### src/rtl/pulse_stretch_pkg.sv
// Shared types and constants for the pulse stretcher arbiter slice.
package pulse_stretch_pkg;

    localparam int unsigned CFG_W_DEF     = 16;
    localparam int unsigned GUARD_CNT_W   = 8;
    localparam int unsigned TIMEOUT_CNT_W = 17;

    typedef enum logic [2:0] {
        IDLE,
        ARM,
        FIRE,
        WAIT_HI,
        WAIT_LO,
        GUARD
    } state_e;

endpackage

### src/rtl/pulse_stretch_arbiter_if.sv
// Requester/stretcher-side bundle of the pulse stretcher arbiter.
// PULSE_STRETCH_ARB_TIMEOUT_EN adds the timeout_err signal.
interface pulse_stretch_arbiter_if #(
    parameter int unsigned N_REQ = 4,
    parameter int unsigned CFG_W = 16
) ();
    localparam int unsigned IDX_W = $clog2(N_REQ);

    logic [N_REQ-1:0]       req_i;
    logic [N_REQ*CFG_W-1:0] cfg_i;
    logic [N_REQ-1:0]       ack_o;
    logic                   pulse_reg;
    logic [CFG_W-1:0]       config_reg;
    logic                   pulse_out_i;
    logic [IDX_W-1:0]       grant_id;
    logic                   busy;
`ifdef PULSE_STRETCH_ARB_TIMEOUT_EN
    logic                   timeout_err;
`endif

    modport master (
        output req_i, cfg_i, pulse_out_i,
        input  ack_o, pulse_reg, config_reg, grant_id, busy
`ifdef PULSE_STRETCH_ARB_TIMEOUT_EN
        , input timeout_err
`endif
    );

    modport slave (
        input  req_i, cfg_i, pulse_out_i,
        output ack_o, pulse_reg, config_reg, grant_id, busy
`ifdef PULSE_STRETCH_ARB_TIMEOUT_EN
        , output timeout_err
`endif
    );

endinterface

### src/rtl/pulse_stretch_arbiter_rr_arbiter.sv
// Combinational round-robin pick: first request searching upward from ptr+1.
module rr_arbiter #(
    parameter int unsigned N_REQ = 4
) (
    input  logic [N_REQ-1:0]         req_i,
    input  logic [$clog2(N_REQ)-1:0] ptr_i,
    output logic [N_REQ-1:0]         gnt_o,
    output logic [$clog2(N_REQ)-1:0] idx_o,
    output logic                     valid_o
);
    localparam int unsigned IDX_W = $clog2(N_REQ);

    int unsigned      j;
    logic [IDX_W-1:0] k;

    always_comb begin
        gnt_o   = '0;
        idx_o   = '0;
        valid_o = 1'b0;
        j       = 0;
        k       = '0;
        for (int unsigned i = 1; i <= N_REQ; i++) begin
            j = (32'(ptr_i) + i) % N_REQ;
            k = IDX_W'(j);
            if (!valid_o && req_i[k]) begin
                valid_o  = 1'b1;
                idx_o    = k;
                gnt_o[k] = 1'b1;
            end
        end
    end

endmodule

### src/rtl/pulse_stretch_arbiter.sv
// Round-robin sharing of one pulse stretcher among N_REQ trigger sources.
// PULSE_STRETCH_ARB_TIMEOUT_EN enables the WAIT_HI/WAIT_LO watchdog.
module pulse_stretch_arbiter
    import pulse_stretch_pkg::*;
#(
    parameter int unsigned N_REQ     = 4,
    parameter int unsigned CFG_W     = CFG_W_DEF,
    parameter int unsigned GUARD_CYC = 2
`ifdef PULSE_STRETCH_ARB_TIMEOUT_EN
    , parameter int unsigned TIMEOUT_CYC = 65600
`endif
) (
    input logic                    clk,
    input logic                    rst,
    pulse_stretch_arbiter_if.slave bus
);
    localparam int unsigned IDX_W = $clog2(N_REQ);

    state_e                 state_q;
    logic [N_REQ-1:0]       ack_q;
    logic [N_REQ-1:0]       gnt_q;
    logic                   pulse_q;
    logic [CFG_W-1:0]       cfg_q;
    logic [IDX_W-1:0]       grant_q;
    logic [IDX_W-1:0]       ptr_q;
    logic                   busy_q;
    logic [GUARD_CNT_W-1:0] guard_q;

    logic [N_REQ-1:0]       arb_gnt;
    logic [IDX_W-1:0]       arb_idx;
    logic                   arb_valid;
    logic [CFG_W-1:0]       cfg_win;

`ifdef PULSE_STRETCH_ARB_TIMEOUT_EN
    logic [TIMEOUT_CNT_W-1:0] to_cnt_q;
    logic                     to_err_q;
    assign bus.timeout_err = to_err_q;
`endif

    rr_arbiter #(.N_REQ(N_REQ)) u_rr_arbiter (
        .req_i   (bus.req_i),
        .ptr_i   (ptr_q),
        .gnt_o   (arb_gnt),
        .idx_o   (arb_idx),
        .valid_o (arb_valid)
    );

    // Width field of the current arbitration winner.
    always_comb begin
        cfg_win = '0;
        for (int unsigned i = 0; i < N_REQ; i++) begin
            if (arb_idx == IDX_W'(i)) cfg_win = bus.cfg_i[i*CFG_W +: CFG_W];
        end
    end

    always_ff @(posedge clk or negedge rst) begin
        if (!rst) begin
            state_q <= IDLE;
            ack_q   <= '0;
            gnt_q   <= '0;
            pulse_q <= 1'b0;
            cfg_q   <= '0;
            grant_q <= '0;
            ptr_q   <= IDX_W'(N_REQ - 1);
            busy_q  <= 1'b0;
            guard_q <= '0;
`ifdef PULSE_STRETCH_ARB_TIMEOUT_EN
            to_cnt_q <= '0;
            to_err_q <= 1'b0;
`endif
        end else begin
            ack_q   <= '0;
            pulse_q <= 1'b0;
            unique case (state_q)
                IDLE: begin
                    if (arb_valid) begin
                        state_q <= ARM;
                        busy_q  <= 1'b1;
                        grant_q <= arb_idx;
                        ptr_q   <= arb_idx;
                        gnt_q   <= arb_gnt;
                        cfg_q   <= cfg_win;
                        // Zero-width grants are acked during ARM and never fire.
                        if (cfg_win == '0) ack_q <= arb_gnt;
                    end
                end
                ARM: begin
                    if (cfg_q == '0) begin
                        state_q <= IDLE;
                        busy_q  <= 1'b0;
                    end else begin
                        state_q <= FIRE;
                        pulse_q <= 1'b1;
                        ack_q   <= gnt_q;
                    end
                end
                FIRE: begin
                    state_q <= WAIT_HI;
`ifdef PULSE_STRETCH_ARB_TIMEOUT_EN
                    to_cnt_q <= '0;
`endif
                end
                WAIT_HI: begin
                    if (bus.pulse_out_i) state_q <= WAIT_LO;
                end
                WAIT_LO: begin
                    if (!bus.pulse_out_i) begin
                        state_q <= GUARD;
                        guard_q <= '0;
                    end
                end
                GUARD: begin
                    if ((32'(guard_q) + 32'd1) >= GUARD_CYC) begin
                        state_q <= IDLE;
                        busy_q  <= 1'b0;
                    end else begin
                        guard_q <= guard_q + GUARD_CNT_W'(1);
                    end
                end
                default: begin
                    state_q <= IDLE;
                    busy_q  <= 1'b0;
                end
            endcase
`ifdef PULSE_STRETCH_ARB_TIMEOUT_EN
            // Watchdog overrides the WAIT transitions when the stretcher never answers.
            if (state_q == WAIT_HI || state_q == WAIT_LO) begin
                if (to_cnt_q == TIMEOUT_CNT_W'(TIMEOUT_CYC - 1)) begin
                    to_err_q <= 1'b1;
                    state_q  <= GUARD;
                    guard_q  <= '0;
                end else begin
                    to_cnt_q <= to_cnt_q + TIMEOUT_CNT_W'(1);
                end
            end
`endif
        end
    end

    assign bus.ack_o      = ack_q;
    assign bus.pulse_reg  = pulse_q;
    assign bus.config_reg = cfg_q;
    assign bus.grant_id   = grant_q;
    assign bus.busy       = busy_q;

endmodule

### src/flat_wrapper.sv
// flat-port wrapper written by rule: the top's interface ports become plain ports
module pulse_stretch_arbiter_flat import pulse_stretch_pkg::*;
#(
    parameter int unsigned N_REQ     = 4,
    parameter int unsigned CFG_W     = CFG_W_DEF,
    parameter int unsigned GUARD_CYC = 2

)
  (clk, rst, bus_req_i, bus_cfg_i, bus_pulse_out_i, bus_ack_o, bus_pulse_reg, bus_config_reg, bus_grant_id, bus_busy);
  pulse_stretch_arbiter_if #(.N_REQ(N_REQ), .CFG_W(CFG_W)) bus_i ();
  input logic clk;
  input logic rst;
  input wire logic [$bits(bus_i.req_i)-1:0] bus_req_i;
  input wire logic [$bits(bus_i.cfg_i)-1:0] bus_cfg_i;
  input wire logic [$bits(bus_i.pulse_out_i)-1:0] bus_pulse_out_i;
  output wire logic [$bits(bus_i.ack_o)-1:0] bus_ack_o;
  output wire logic [$bits(bus_i.pulse_reg)-1:0] bus_pulse_reg;
  output wire logic [$bits(bus_i.config_reg)-1:0] bus_config_reg;
  output wire logic [$bits(bus_i.grant_id)-1:0] bus_grant_id;
  output wire logic [$bits(bus_i.busy)-1:0] bus_busy;
  assign bus_i.req_i = bus_req_i;
  assign bus_i.cfg_i = bus_cfg_i;
  assign bus_i.pulse_out_i = bus_pulse_out_i;
  assign bus_ack_o = bus_i.ack_o;
  assign bus_pulse_reg = bus_i.pulse_reg;
  assign bus_config_reg = bus_i.config_reg;
  assign bus_grant_id = bus_i.grant_id;
  assign bus_busy = bus_i.busy;
  pulse_stretch_arbiter #(.N_REQ(N_REQ), .CFG_W(CFG_W), .GUARD_CYC(GUARD_CYC)) u_core (.clk(clk), .rst(rst), .bus(bus_i));
endmodule
### config.mk
export PLATFORM = sky130hd
export DESIGN_NAME = pulse_stretch_arbiter_flat
export DESIGN_NICKNAME = d
export VERILOG_FILES = /design/src/rtl/pulse_stretch_pkg.sv /design/src/rtl/pulse_stretch_arbiter_if.sv /design/src/rtl/pulse_stretch_arbiter_rr_arbiter.sv /design/src/rtl/pulse_stretch_arbiter.sv /design/src/flat_wrapper.sv
export SDC_FILE = /design/constraint.sdc
export NUM_CORES = 1
export LEC_CHECK = 0
export ABC_AREA = 1
export BUFFER_PORTS_ARGS = -buffer_cell sky130_fd_sc_hd__buf_2
export CAP_MARGIN = 5
export CORE_ASPECT_RATIO = 1.5
export CORE_MARGIN = 1
export CORE_UTILIZATION = 35
export CTS_CLUSTER_DIAMETER = 200
export DETAILED_ROUTE_END_ITERATION = 6
export PLACE_DENSITY = 0.56
export REMOVE_ABC_BUFFERS = 1
export SLEW_MARGIN = 0
export SYNTH_ARGS = -nofsm -noshare
export SYNTH_HDL_FRONTEND = slang
export SYNTH_HIERARCHICAL = 1
export SYNTH_SLANG_ARGS = --single-unit
### constraint.sdc
create_clock -name clk -period 4.3 [get_ports clk]
set_input_delay 0.43 -clock clk [delete_from_list [all_inputs] [get_ports clk]]
set_output_delay 0.43 -clock clk [all_outputs]
set_load 0.03 [all_outputs]
==> impl_results.md <==
- Synthesized instance count: 425
- Warnings, synthesis: 6
- Number of distinct library cells after synthesis: 27
- DR vias/cell: 4.83
- Slowest-stage cell, CP: dfstp_2
- Internal reg-to-reg setup slack: 840 ps
- Number of I/O port buffers: 94
- Layout Nets: 597
- Io pins: 95
- Max-slew violations: 0
- Crit path time final: 3460 ps
- CTS H-tree lvls: 2
- ANT cells: 0
- Buf/Inv on CP: 3
- Clk_lat worst skew: 280 ps
- Initial antenna violation count: 0
- Critical Path AT: 3620 ps
- Yosys top cell by area: dfrtp_1
- Reg clk slew, reported paths: 60 ps
- Core ar.: 8060 um^2
- Vias in the first global route: 2976
- Max reg flops: 16
- GR Util All Layers: 19.5%
- Most common cell on crit path: nand2_1
- Total detailed-routing wirelength: 8.09 mm
- Area share of the largest cell type after synthesis: 33.5%
- Area of the die: 8700 um^2
- Cts hold-fix bufs: 0
- TritonCTS buffer count: 5
- GR Util met1: 22.2%
- Largest net degree at the start of global routing: 42
- Initial DRC Count: 101
- GR Overflow Total: 0
- Routing usage on met2: 38.0%
- Fin Clk Skew: 4.80 ps
- Worst Setup Start Kind: flip-flop
- # DRC: 0
- Hold Violations, Final: 0
- Status: complete, no violations
- Post-synthesis average cell area: 6.85 um^2
- CP required: 4470 ps
- Total negative slack: 0 ps
- Rows: 40
- Pwr Density: 932 nW/um^2
- RSZ-0062 raised after global routing: false
- Die W: 76.5 um
- Post-CTS setup buffers: 0
- Met3 Use GR: 2.32%
- Post-DP HPWL: 6.43 mm
- Grt peak-use layer: met2
- CTS tree: done
- Mapped Area: 2910 um^2
- Top delay family on crit path: simple AND/OR/NAND/NOR gates
- Worst-case clock buffer depth: 2
- Routed WL per cell: 13.0 um
- Vias: 3002
- Critical path class: flip-flop to flip-flop
- Worst-path fanout max: 16
- Final setup viols: 0
- Root buf cell: clkbuf_16
- Synth area leaders: dfrtp_1, nand2_1, nand3_1, nand4_1, inv_1
- HP Class: input pin to async pin
- Fmax: 289 MHz
- Worst Setup End Kind: flip-flop
- Layout area overhead: 23.7%
- TritonRoute pass-1 iters: 5
- Die H: 114 um
- Crit-path cells: inv_8 -> ha_1 -> inv_2 -> nand3_4 -> nand2_4 -> nor2_4 -> nand3_1 -> a21oi_1 -> inv_1 -> nor2_4 -> nand2_1 -> nand4_1 -> nor2_1 -> nand2_1 -> nor2_2 -> nand3_1 -> nand2_1
- Peak supply drop: 0.623 mV
- Global-route wire length before repair: 13.6 mm
- Layout cells sized above 1: 26.2%
- Slew margin rel.: 38.1%
- Yosys reg bits: 41
- DP Worst Slack: 833 ps
- Critical Path Max Stage Delay: 730 ps
- Worst Tran Pin Value: 929 ps
- DRT antenna net count: 0
- Leak: 1.98 nW
- Pwr Total: 0.00336 W
- Post-route setup slack: 841 ps
- CTS Sinks: 41
- CP startpoint: u_core/ptr_q[0]
- Seq/Total Area, Yosys: 35.3%
- Final Wtd Congestion: 0.842
- Initial Util: 36.1%
- Final period utilization: 80.4%
- Max Cap Violations: 0
- Post-CTS Resized: 0
- Reg-to-Reg Start: u_core/ptr_q[0]
## cell type report
| type | count | area [um^2] |
|---|---|---|
| fillers | 856 | 4450 |
| multi-input cells | 331 | 1640 |
| flip-flops and latches | 41 | 1030 |
| repair buffers | 95 | 478 |
| inverters | 42 | 165 |
| well taps | 105 | 131 |
| clock buffers | 5 | 125 |
| clock inverters | 2 | 35.0 |
## cells in the mapped netlist
| cell | n |
|---|---|
| ha_1 | 10 |
| or2_2 | 2 |
| nand4_2 | 1 |
| nor2_1 | 23 |
| nand2_1 | 175 |
| nand4_1 | 26 |
| inv_2 | 4 |
| nand3_4 | 2 |
| nor2_4 | 5 |
| nand3_2 | 2 |
| nand3_1 | 37 |
| buf_2 | 3 |
| inv_1 | 37 |
| o21ai_0 | 10 |
| nor3_1 | 4 |
| a21boi_2 | 1 |
| inv_8 | 1 |
| buf_6 | 3 |
| dfrtp_1 | 39 |
| dfstp_2 | 2 |
| buf_4 | 3 |
| nand2_2 | 6 |
| clkbuf_1 | 2 |
| nor2_2 | 4 |
| a21oi_1 | 16 |
| nand2_4 | 3 |
| a21boi_0 | 4 |
## stage by stage
| step | util [%] | area (um^2) | hold WS [ps] | std cells |
|---|---|---|---|---|
| detailed placement | 42.7 | 3440 | 466 | 614 |
| global route | 44.7 | 3600 | 393 | 621 |
| floorplan | - | 2830 | 134 | 414 |
| finish | 44.7 | 3600 | 296 | 621 |
| CTS | 44.7 | 3600 | 337 | 621 |
| global placement | 42.7 | 3440 | 463 | 614 |
## routing by layer
metal	wire length [um]	vias to the layer above	share of wire, %
li1	-	1547	-
met1	3380	1368	42
met2	4320	77	53
met3	298	10	3.7
met4	95	0	1.2
met5	0	-	0
## report_power, final
| group | leakage, nW | switching [W] | internal, W |
|---|---|---|---|
| sequential | 0.527 | 0.000162 | 0.000559 |
| clock | 0.0797 | 0.000142 | 0.000269 |
| combinational | 1.37 | 0.00155 | 0.000676 |
## path summary, 6_finish.rpt
| kind | to | cells past startpoint |
|---|---|---|
| max in group asynchronous | u_core/bus.ack_o[0] | 1 |
| worst max register to register | u_core/bus.ack_o[0] | 17 |
| worst max-delay path | u_core/bus.ack_o[0] | 17 |
| worst min register to register | u_core/gnt_q[1] | 2 |
| min in group clk | u_core/state_q[1] | 3 |
| worst min-delay path | u_core/bus.config_reg[9] | 1 |
## logic make-up after synthesis
logic type               share of synthesized area (%)
AO/OA/AOI/OAI                                     5.89
adder cells (fa/ha/maj)                           4.30
AND/OR/NAND/NOR                                   46.1
buffers and inverters                             8.38
flip-flops                                        35.3
## cells in the final DEF, fill, tap and decap left out, drive strengths merged
cell,count
clkbuf,5
a21oi,16
ha,10
nand2,184
nand3,41
or2,2
dfrtp,39
dfstp,2
inv,42
o21ai,10
nor3,4
a21boi,5
buf,95
bufinv,1
nor2,32
clkinv,1
nand4,27
## worst reg2reg max path: stages (launching register included)
cell,delay [ps]
dfstp_2,730
inv_8,100
ha_1,380
inv_2,90
nand3_4,120
nand2_4,80
nor2_4,250
nand3_1,110
a21oi_1,440
inv_1,150
nor2_4,330
nand2_1,100
nand4_1,130
nor2_1,50
nand2_1,90
nor2_2,70
nand3_1,80
nand2_1,50
(Power assumes the default switching activity.)
